**config.mk**
```make
export PLATFORM = sky130hd
export DESIGN_NAME = greater_sort_stage
export DESIGN_NICKNAME = d
export VERILOG_FILES = /design/src/rtl/greater_pkg.sv /design/src/rtl/greater_sort_fifo.sv /design/src/rtl/greater_sort_stage.sv
export SDC_FILE = /design/constraint.sdc
export NUM_CORES = 1
export LEC_CHECK = 0
export ABC_CLOCK_PERIOD_IN_PS = 3500
export BUFFER_PORTS_ARGS = -buffer_cell sky130_fd_sc_hd__buf_2
export CAP_MARGIN = 20
export CORE_ASPECT_RATIO = 0.8
export CORE_UTILIZATION = 40
export CTS_BUF_LIST = sky130_fd_sc_hd__clkbuf_4 sky130_fd_sc_hd__clkbuf_8 sky130_fd_sc_hd__clkbuf_16
export CTS_CLUSTER_SIZE = 40
export DETAILED_ROUTE_END_ITERATION = 7
export PLACE_DENSITY = 0.54
export SETUP_SLACK_MARGIN = 0.15
export SYNTH_ARGS = -nofsm -noshare
export SYNTH_HDL_FRONTEND = slang
export SYNTH_SLANG_ARGS = --single-unit
```
**constraint.sdc**
```tcl
create_clock -name CLK -period 3.5 [get_ports CLK]
set_clock_uncertainty 0.15 [all_clocks]
set_input_delay 0.7 -clock CLK [delete_from_list [all_inputs] [get_ports CLK]]
set_output_delay 0.7 -clock CLK [all_outputs]
set_load 0.03 [all_outputs]
```
**src/rtl/greater_pkg.sv**
```systemverilog
// greater_pkg: shared widths, latency and record types for the greater-than sort stage.
package greater_pkg;
    localparam int GREATER_W   = 8;
    localparam int GREATER_LAT = 8;
    typedef struct packed {
        logic [GREATER_W-1:0] max;
        logic [GREATER_W-1:0] min;
        logic                 gt;
    } sort_entry_t;
    typedef struct packed {
        logic                 v;
        logic [GREATER_W-1:0] a;
        logic [GREATER_W-1:0] b;
    } dly_entry_t;
    localparam int SORT_W = $bits(sort_entry_t);
endpackage

```
**src/rtl/greater_sort_fifo.sv**
```systemverilog
// greater_sort_fifo: DEPTH-entry synchronous FIFO of sort results; head reads 0 while empty.
module greater_sort_fifo
    import greater_pkg::*;
#(
    parameter int DEPTH = 16
) (
    input  logic              CLK,
    input  logic              RST,
    input  logic              i_push,
    input  logic [SORT_W-1:0] i_data,
    input  logic              i_pop,
    output logic [SORT_W-1:0] o_data,
    output logic              o_full,
    output logic              o_empty
);
    localparam int AW = $clog2(DEPTH);
    logic [SORT_W-1:0] r_mem [DEPTH];
    logic [AW-1:0]     r_wr, r_rd;
    logic [AW:0]       r_cnt;
    logic              w_push, w_pop;
    assign o_full  = r_cnt == (AW+1)'(DEPTH);
    assign o_empty = r_cnt == '0;
    assign w_push  = i_push && !o_full;
    assign w_pop   = i_pop && !o_empty;
    assign o_data  = o_empty ? '0 : r_mem[r_rd];
    always_ff @(posedge CLK or negedge RST) begin
        if (!RST) begin
            r_wr  <= '0;
            r_rd  <= '0;
            r_cnt <= '0;
        end else begin
            if (w_push) r_wr <= r_wr + 1'b1;
            if (w_pop) r_rd <= r_rd + 1'b1;
            r_cnt <= r_cnt + (AW+1)'(w_push) - (AW+1)'(w_pop);
        end
    end
    always_ff @(posedge CLK) begin
        if (w_push) r_mem[r_wr] <= i_data;
    end
endmodule

```
**src/rtl/greater_sort_stage.sv**
```systemverilog
// greater_sort_stage: aligns accepted pairs with comparator r, orders them into a credit-controlled FIFO.
// Defining GREATER_SORT_STATS_EN adds the saturating swap_cnt output.
module greater_sort_stage
    import greater_pkg::*;
#(
    parameter int LAT   = GREATER_LAT,
    parameter int DEPTH = 16
) (
    input  logic                 CLK,
    input  logic                 RST,
    input  logic                 in_valid,
    output logic                 in_ready,
    input  logic [GREATER_W-1:0] a,
    input  logic [GREATER_W-1:0] b,
    input  logic                 r,
    output logic                 out_valid,
    input  logic                 out_ready,
    output logic [GREATER_W-1:0] max_o,
    output logic [GREATER_W-1:0] min_o,
`ifdef GREATER_SORT_STATS_EN
    output logic [15:0]          swap_cnt,
`endif
    output logic                 gt_o
);
    localparam int UW = $clog2(DEPTH+1);
    dly_entry_t  r_dly [LAT];
    logic [UW-1:0] r_used;
    dly_entry_t  w_tail;
    sort_entry_t w_in, w_out;
    logic        w_accept, w_pop, w_push, w_full, w_empty;
    assign in_ready  = r_used < UW'(DEPTH);
    assign w_accept  = in_valid && in_ready;
    assign out_valid = !w_empty;
    assign w_pop     = out_valid && out_ready;
    assign w_tail    = r_dly[LAT-1];
    assign w_push    = w_tail.v;
    assign w_in      = {r ? w_tail.a : w_tail.b, r ? w_tail.b : w_tail.a, r};
    assign {max_o, min_o, gt_o} = w_out;
    always_ff @(posedge CLK or negedge RST) begin
        if (!RST) begin
            for (int i = 0; i < LAT; i++) r_dly[i] <= '0;
            r_used <= '0;
        end else begin
            r_dly[0] <= {w_accept, a, b};
            for (int i = 1; i < LAT; i++) r_dly[i] <= r_dly[i-1];
            r_used <= r_used + UW'(w_accept) - UW'(w_pop);
        end
    end
    greater_sort_fifo #(.DEPTH(DEPTH)) u_fifo (
        .CLK     (CLK),
        .RST     (RST),
        .i_push  (w_push),
        .i_data  (w_in),
        .i_pop   (w_pop),
        .o_data  (w_out),
        .o_full  (w_full),
        .o_empty (w_empty)
    );
    // credits cover every in-flight pair, so a push can never meet a full FIFO
    ovf_a: assert property (@(posedge CLK) disable iff (!RST) !(w_push && w_full));
`ifdef GREATER_SORT_STATS_EN
    logic [15:0] r_swap;
    always_ff @(posedge CLK or negedge RST) begin
        if (!RST) r_swap <= '0;
        else if (w_push && r && r_swap != 16'hFFFF) r_swap <= r_swap + 16'd1;
    end
    assign swap_cnt = r_swap;
`endif
endmodule
```
==> flow_summary.json <==
{
  "outcome": "complete, but fails checks",
  "failed_checks": "design-rule violations",
  "ys_ff_latch": 426,
  "cts_buffers": 41,
  "io_pins": 40,
  "synth_area_um2": 15200,
  "viasPerCell": 5.06,
  "drtAntennaViolNets": 0,
  "yosys.cell_types.count": 32,
  "cts.path.max_buffers": 3,
  "numClockSinks": 426,
  "slew_headroom_pct": 50.0,
  "crit_arrival_ns": 2.46,
  "finalCoreUtilization_pct": 48.4,
  "syn_nets": 761,
  "fmax_mhz": 302,
  "finalSetupTns_ns": 0,
  "crit_fanout": 5,
  "diodes": 0,
  "reg2reg_depth": 13,
  "routed_wl_um": 30400,
  "drc": 8,
  "ctsHoldBuffers": 0,
  "leakage_nw": 6.72,
  "hpwl_um": 16400,
  "finalCriticalPeriod_ns": 3.31,
  "critical_path_class": "reg2out",
  "yosysWarnings": 0,
  "tightest_slew_ns": 0.749,
  "finalCritPeriodShare_pct": 94.7,
  "drt_pass1_iterations": 7,
  "cts_tree": "built",
  "clock_latency_ns": 0.53,
  "start_util_pct": 40.8,
  "h-tree-depth": 2,
  "rsz0062_at_grt": "yes",
  "grt_pass1_wl_um": 44000,
  "gp_congestion": 0.744,
  "layout_setup_ws_ns": 0.185,
  "synth_area_per_cell_um2": 21.0,
  "slowest_delay_ns": 0.51,
  "slew_viol_final": 0,
  "dieHeight_um": 176,
  "endpoint_kind": "output pin",
  "p_per_area_nw_per_um2": 841,
  "timing.hold.ws_ns": 0.0323,
  "maxCapViolCount": 0,
  "gr-total-overflow": 0,
  "final_layout_size_suffix_gt1_share_pct": 33.5,
  "antenna_found_initial": 1,
  "timing_hold_violations_final": 0,
  "synthToLayoutAreaGrowth_pct": 18.9,
  "grt_pass1_vias": 7262,
  "wl_per_cell_um": 22.7,
  "pre_cts_slack_ns": 0.431,
  "ir_worst_vdd_mv": 0.522,
  "cp_cell_sequence": "buf_12 -> buf_8 -> mux4_2 -> mux2_4 -> nand2_1 -> o221ai_1 -> buf_4",
  "cts_root_buffer": "clkbuf_16",
  "vias": 6780,
  "worstSetupStartpointType": "flop",
  "grt_start_max_net_pins": 77,
  "drt_iter0_drc": 607,
  "rows": 63,
  "clkTransAtPathRegs_ns": 0.06,
  "port_buffers": 39,
  "finalNetCount": 862,
  "die_x_um": 220,
  "min-delay-path-class": "in2async",
  "cp.required_ns": 2.65,
  "syn_inst": 722,
  "ys_seq_area_share_pct": 79.3,
  "grtUsageTotal_pct": 15.7,
  "setup_violations": 0,
  "core-area_um2": 37200,
  "design.die.area_um2": 38700,
  "worst_path_max_delay_cell": "dfrtp_4"
}
==> state kept, by name, indices dropped and copies added (netlist names) <==
register and count:
u_fifo.r_rd 4, u_fifo.r_mem 272, w_push 1, u_fifo.r_wr 4, r_used 5, u_fifo.r_cnt 5
r_dly 135
==> cells by family (layout without fill, tap and decap cells) <==
logic type / count (synthesis) / in the layout / synth area share [%]
multiplexers: 102 / 102 / 12.6
flip-flops: 426 / 426 / 79.3
buffers and inverters: 85 / 216 / 2.55
AO/OA/AOI/OAI: 25 / 25 / 1.30
XOR/XNOR: 14 / 14 / 0.809
AND/OR/NAND/NOR: 52 / 52 / 1.84
adder cells (fa/ha/maj): 18 / 18 / 1.58
==> synthesized netlist by cell type (all sizes together) <==
cell type / count / area [um^2]
nand3b: 1 / 11.3
nor3b: 2 / 15.0
dfrtp: 154 / 3850
or4b: 1 / 10.0
edfxtp: 272 / 8170
buf: 19 / 139
nand4bb: 1 / 11.3
and2: 10 / 65.1
mux2: 34 / 387
clkbuf: 9 / 33.8
o21ai: 1 / 5.00
mux4: 68 / 1530
fa: 2 / 40.0
nand3: 2 / 10.0
nand4: 2 / 12.5
nor2: 6 / 22.5
nor2b: 1 / 13.8
o221ai: 17 / 149
xor2: 3 / 26.3
ha: 16 / 200
nand2: 22 / 82.6
xnor2: 11 / 96.3
inv: 57 / 214
nor4: 4 / 25.0
a21o: 3 / 22.5
a21oi: 4 / 20.0
==> layout by cell type (no fill, tap or decap), drive strengths merged, types with 8 or more instances in the layout <==
master	Yosys	final
and2	10	10
edfxtp	272	272
buf	19	80
xnor2	11	11
dfrtp	154	154
inv	57	58
mux4	68	68
clkbuf	9	68
mux2	34	34
ha	16	16
clkinv	0	8
nand2	22	22
o221ai	17	17
==> path summary, 6_finish.rpt <==
path	from	end	slack, ns
worst max-delay path	u_fifo.r_rd[0]	max_o[7]	0.19
min in group CLK	b[1]	r_dly[120]	0.12
worst min register to register	r_dly[76]	r_dly[59]	0.19
worst max register to register	u_fifo.r_cnt[2]	r_used[4]	0.57
max in group asynchronous	RST	r_dly[58]	2.33
worst min-delay path	RST	r_dly[55]	0.03
==> critical path: cells and delay by family (launching register included) <==
family,cells,cell delay (ns)
and+or+nand+nor,1,0.11
AOI/OAI and AO/OA,1,0.13
buffers and inverters,3,0.47
DFF,1,0.51
muxes,2,0.71
==> report_power, final <==
group	switching, W	internal [W]	total [W]
logic	0.00241	0.00224	0.00465
registers	0.000261	0.00581	0.00607
clock network	0.00176	0.00267	0.00444
==> area by class of cell <==
cell class / count / area (um^2)
multi-input combinational: 211 / 2910
clock inverter: 11 / 104
timing repair buffer: 86 / 878
inverter: 57 / 214
clock buffer: 62 / 1280
fill: 3028 / 19200
sequential: 426 / 12000
tap: 487 / 609
==> stage by stage <==
stage / total power, W / area, um^2 / std cells
final: 0.0152 / 18000 / 1340
after global routing: 0.0158 / 18000 / 1340
after CTS: 0.0146 / 17600 / 1322
after detailed placement: 0.00999 / 16100 / 1247
after global placement: 0.00988 / 16100 / 1247
after floorplan: 0.00886 / 15200 / 722
==> timing repair <==
action	in CTS	in global routing
pin swaps	0	1
endpoints found under the setup margin	17	17
gates cloned	0	7
resized for setup	9	61
buffers inserted	2	11
==> per-layer routing <==
metal	track usage [%]	part of all wire (%)
met2	25.3	48
met4	4.66	2.0
met3	3.12	6.4
met1	21.7	44
met5	0	0
(Power assumes the default switching activity.)
